## src/rtl/sync_fifo_param.sv

```systemverilog
// Parametrised single-clock FIFO with standard or first-word-fall-through reads.
// Includes an occupancy count, almost-full/almost-empty levels, sticky error flags and flush.
module sync_fifo_param #(
    parameter int DATA_W   = 8,
    parameter int DEPTH    = 16,
    parameter int AF_LEVEL = 12,
    parameter int AE_LEVEL = 2,
    parameter int FWFT     = 0
) (
    input  logic                       clk,
    input  logic                       rst_n,
    input  logic [DATA_W-1:0]          din,
    input  logic                       win_en,
    input  logic                       rout_en,
    input  logic                       flush,
    input  logic                       clr_err,
    output logic [DATA_W-1:0]          dout,
    output logic                       empty,
    output logic                       full,
    output logic                       almost_empty,
    output logic                       almost_full,
    output logic [$clog2(DEPTH):0]     count,
    output logic                       overflow,
    output logic                       underflow
);
    localparam int ADDR_W = $clog2(DEPTH);
    localparam logic [ADDR_W:0] FULL_LVL = (ADDR_W+1)'(DEPTH);
    localparam logic [ADDR_W:0] AF_LVL   = (ADDR_W+1)'(AF_LEVEL);
    localparam logic [ADDR_W:0] AE_LVL   = (ADDR_W+1)'(AE_LEVEL);

    logic [DATA_W-1:0] mem [DEPTH];

    logic [ADDR_W-1:0] wr_ptr_q, wr_ptr_d;
    logic [ADDR_W-1:0] rd_ptr_q, rd_ptr_d;
    logic [ADDR_W:0]   count_q, count_d;
    logic              overflow_q, overflow_d;
    logic              underflow_q, underflow_d;
    logic              wr_acc, rd_acc;

    assign empty        = (count_q == '0);
    assign full         = (count_q == FULL_LVL);
    assign almost_empty = (count_q <= AE_LVL);
    assign almost_full  = (count_q >= AF_LVL);
    assign count        = count_q;
    assign overflow     = overflow_q;
    assign underflow    = underflow_q;

    // Flush wins over both requests, so nothing moves on a flush edge.
    assign wr_acc = win_en  && !full  && !flush;
    assign rd_acc = rout_en && !empty && !flush;

    always_comb begin
        wr_ptr_d    = wr_ptr_q;
        rd_ptr_d    = rd_ptr_q;
        count_d     = count_q;
        overflow_d  = overflow_q  && !clr_err;
        underflow_d = underflow_q && !clr_err;
        if (flush) begin
            wr_ptr_d = '0;
            rd_ptr_d = '0;
            count_d  = '0;
        end else begin
            if (wr_acc) wr_ptr_d = wr_ptr_q + 1'b1;
            if (rd_acc) rd_ptr_d = rd_ptr_q + 1'b1;
            if (wr_acc && !rd_acc)      count_d = count_q + 1'b1;
            else if (rd_acc && !wr_acc) count_d = count_q - 1'b1;
            // A new error on the same edge as clr_err keeps the flag set.
            if (win_en  && full)  overflow_d  = 1'b1;
            if (rout_en && empty) underflow_d = 1'b1;
        end
    end

    always_ff @(posedge clk or negedge rst_n) begin
        if (!rst_n) begin
            wr_ptr_q    <= '0;
            rd_ptr_q    <= '0;
            count_q     <= '0;
            overflow_q  <= 1'b0;
            underflow_q <= 1'b0;
        end else begin
            wr_ptr_q    <= wr_ptr_d;
            rd_ptr_q    <= rd_ptr_d;
            count_q     <= count_d;
            overflow_q  <= overflow_d;
            underflow_q <= underflow_d;
        end
    end

    always_ff @(posedge clk) begin
        if (wr_acc) mem[wr_ptr_q] <= din;
    end

    generate
        if (FWFT != 0) begin : g_fwft
            assign dout = empty ? '0 : mem[rd_ptr_q];
        end else begin : g_std
            logic [DATA_W-1:0] dout_q, dout_d;

            always_comb begin
                dout_d = dout_q;
                if (flush)       dout_d = '0;
                else if (rd_acc) dout_d = mem[rd_ptr_q];
            end

            always_ff @(posedge clk or negedge rst_n) begin
                if (!rst_n) dout_q <= '0;
                else        dout_q <= dout_d;
            end

            assign dout = dout_q;
        end
    endgenerate

endmodule

```

## config.mk

```make
export PLATFORM = sky130hd
export DESIGN_NAME = sync_fifo_param
export DESIGN_NICKNAME = d
export VERILOG_FILES = /design/src/rtl/sync_fifo_param.sv
export SDC_FILE = /design/constraint.sdc
export NUM_CORES = 1
export LEC_CHECK = 0
export CAP_MARGIN = 20
export CORE_MARGIN = 2
export CORE_UTILIZATION = 59
export DETAILED_ROUTE_END_ITERATION = 12
export PLACE_DENSITY = 0.82
export SETUP_SLACK_MARGIN = 0.1
export SYNTH_ARGS = -nofsm -noshare
export SYNTH_HDL_FRONTEND = slang
export SYNTH_SLANG_ARGS = --single-unit
```

## constraint.sdc

```tcl
create_clock -name clk -period 3.45 [get_ports clk]
set_clock_uncertainty 0.1 [all_clocks]
set_input_delay 1.035 -clock clk [delete_from_list [all_inputs] [get_ports clk]]
set_output_delay 1.035 -clock clk [all_outputs]
set_load 0.01 [all_outputs]
```

==> impl_metrics.ini <==
[grt]
grt_overflow_total = 0
grt_max_degree = 36
antenna_found_initial = 0
track_usage = 0.246
grt_pass1_wl_mm = 19.8
grt_pass1_vias = 3468

[cts]
clock_latency_ps = 520
cts_tree = done
clock-sinks = 151
ctsHtreeMaxLevel = 4
hold_buffers = 0
cts_buffers = 17
cts_resized = 0
cts_setup_buffers = 0
clk_pin_slew_ps = 60
clockBufferDepth = 2
cts-root-buf = clkbuf_8

[floorplanning]
row_count = 37
design.core.area_um2 = 10200
die_area_um2 = 11300
pin_count = 33
start_util = 0.605
die_h_um = 106
die_w_um = 106

[timing]
setup_viol = 0
worstMarginPinSlew_ps = 1100
fin_crit_sh = 0.929
grt_setup_unrepaired = false
fin_crit_ps = 3210
setup_tns_ps = 0
worst_slack_ps = 244
slew_headroom = 0.266
maxSlewViolCount = 0
hold_viol_final = 0
fmax_mhz = 312

[cells_and_area]
synthToLayoutAreaGrowth_pct = 19.6
nNetsFinal = 425
drive_gt1_frac = 0.227
final_common_cell = edfxtp_1
multiInputGateArea_um2 = 1670
diodes = 0
final_cell_mix = 128 x edfxtp_1, 44 x nor2_1, 32 x mux4_2, 32 x clkdlybuf4s50_1, 24 x buf_4
fill_cells = 602
final-seq-area_um2 = 4420
finalNonFillerCells = 550

[synth]
syn_area_um2 = 6190
yosysUniqueCellTypes = 37
synth-seq-area-share = 0.714
avgSynthCellArea_um2 = 18.1
syn_nets = 365
synthCells = 341
synth_warnings = 0
ys_seq_elements = 151

[placed_design]
port_buffers = 32
place_ws_ps = 51.5
gp_congestion = 0.853
placed_cells = 518
hpwl_mm = 8.00

[critical_path]
critPathLaunchType = flop
cpPeakStageDelay_ps = 540
required_ps = 2310
cp_max_fo = 8
crit_path_end_kind = primary output
path_cells = nor2_1 -> nand3_1 -> inv_2 -> clkdlybuf4s50_1
setup.worst_path.class = flop to primary output
cp_slowest_cell = clkdlybuf4s50_1
arrival_ps = 2070

[route]
vias = 3237
first_iter_violations = 288
ant_nets = 0
dr.pass1.iters = 4
wl_per_cell_um = 22.6
detail_route.drc_violations = 0
viasPerCell = 5.89
wl_mm = 12.4

[power]
p_total_mw = 5.44
power_density_nw_per_um2 = 735
leakagePower_nw = 2.58
irDropWorstVdd_uv = 424

[flow_run]
maxCapViolations = 0

[status]
status = completed

[min_path]
hp-class = flop to flop
-- logic make-up after synthesis --
family | after synthesis | synth area share
buffers and inverters | 22 | 0.0162
muxes | 51 | 0.147
xor gates and xnor gates | 9 | 0.0140
DFF | 151 | 0.714
and+or+nand+nor | 77 | 0.0581
AOI/OAI and AO/OA | 21 | 0.0287
adders and majority gates | 10 | 0.0214
-- power by group --
| part | switching [mW] | leakage (nW) | internal, mW |
|---|---|---|---|
| clock | 0.715 | 0.286 | 1.18 |
| sequential | 0.158 | 1.46 | 2.08 |
| combinational | 0.607 | 0.833 | 0.692 |
| total | 1.48 | 2.58 | 3.96 |
-- cells in the mapped netlist (all sizes together) --
| master | n | area (µm²) |
|---|---|---|
| nor2 | 45 | 176 |
| a211oi | 1 | 7.51 |
| mux4 | 32 | 721 |
| a21oi | 5 | 25.0 |
| nand3b | 1 | 7.51 |
| ha | 9 | 113 |
| a211o | 8 | 70.1 |
| or4 | 1 | 7.51 |
| clkbuf | 8 | 30.0 |
| buf | 7 | 43.8 |
| nand2 | 11 | 41.3 |
| xor2 | 6 | 60.1 |
| xnor2 | 3 | 26.3 |
| a21boi | 2 | 26.3 |
| o22ai | 2 | 12.5 |
| edfxtp | 128 | 3840 |
| nand2b | 5 | 31.3 |
| dfrtp | 23 | 576 |
| nor3 | 7 | 51.3 |
| and2 | 1 | 6.26 |
| a31oi | 1 | 21.3 |
| fa | 1 | 20.0 |
| mux2i | 19 | 190 |
| a21o | 2 | 15.0 |
| and3b | 1 | 8.76 |
| nand3 | 2 | 10.0 |
| or3 | 1 | 6.26 |
| nand4 | 2 | 12.5 |
| inv | 7 | 26.3 |
-- area by class of cell --
type | instances | share of cell area
sequential | 151 | 0.597
clock buffer | 19 | 0.0570
timing repair buffer | 56 | 0.0676
inverter | 7 | 0.00355
multi-input combinational | 168 | 0.225
tap | 136 | 0.0230
clock inverter | 13 | 0.0262
-- worst paths after layout --
kind,start,to,cells after the start,slack (ps)
worst max-delay path,count[2],full,4,240
worst min-delay path,dout[1],dout[1],1,390
worst max register to register,count[3],count[4],10,800
worst min register to register,dout[1],dout[1],1,390
max in group asynchronous,rst_n,rd_ptr_q[0],2,2210
min in group asynchronous,rst_n,count[0],2,780
-- registers in the layout, indices dropped and copies added, names as in the netlist --
| signal | count |
|---|---|
| count | 5 |
| overflow | 1 |
| rd_ptr_q | 4 |
| dout | 8 |
| wr_ptr_q | 4 |
| mem | 128 |
| underflow | 1 |
-- metal layers --
metal / routed length (µm) / global-route usage / vias to the layer above
li1: - / - / 1440
met1: 4700 / 0.315 / 1627
met4: 241 / 0.102 / 0
met3: 941 / 0.0558 / 18
met5: 0 / 0 / -
met2: 6540 / 0.411 / 152
-- worst max-delay path, delay by kind of cell (launching register included) --
family / cells / cell delay (ps)
flip-flops: 1 / 490
buffers and inverters: 2 / 650
AND/OR/NAND/NOR: 2 / 410
-- metrics by stage --
step	instance area (µm²)	hold WS, ps	util
finish	7400	389	0.723
global route	7400	407	0.723
CTS	7400	395	0.723
detailed placement	6780	381	0.663
global placement	6780	372	0.663
floorplan	6190	417	-
No activity file was read; power rests on OpenSTA's default activity.
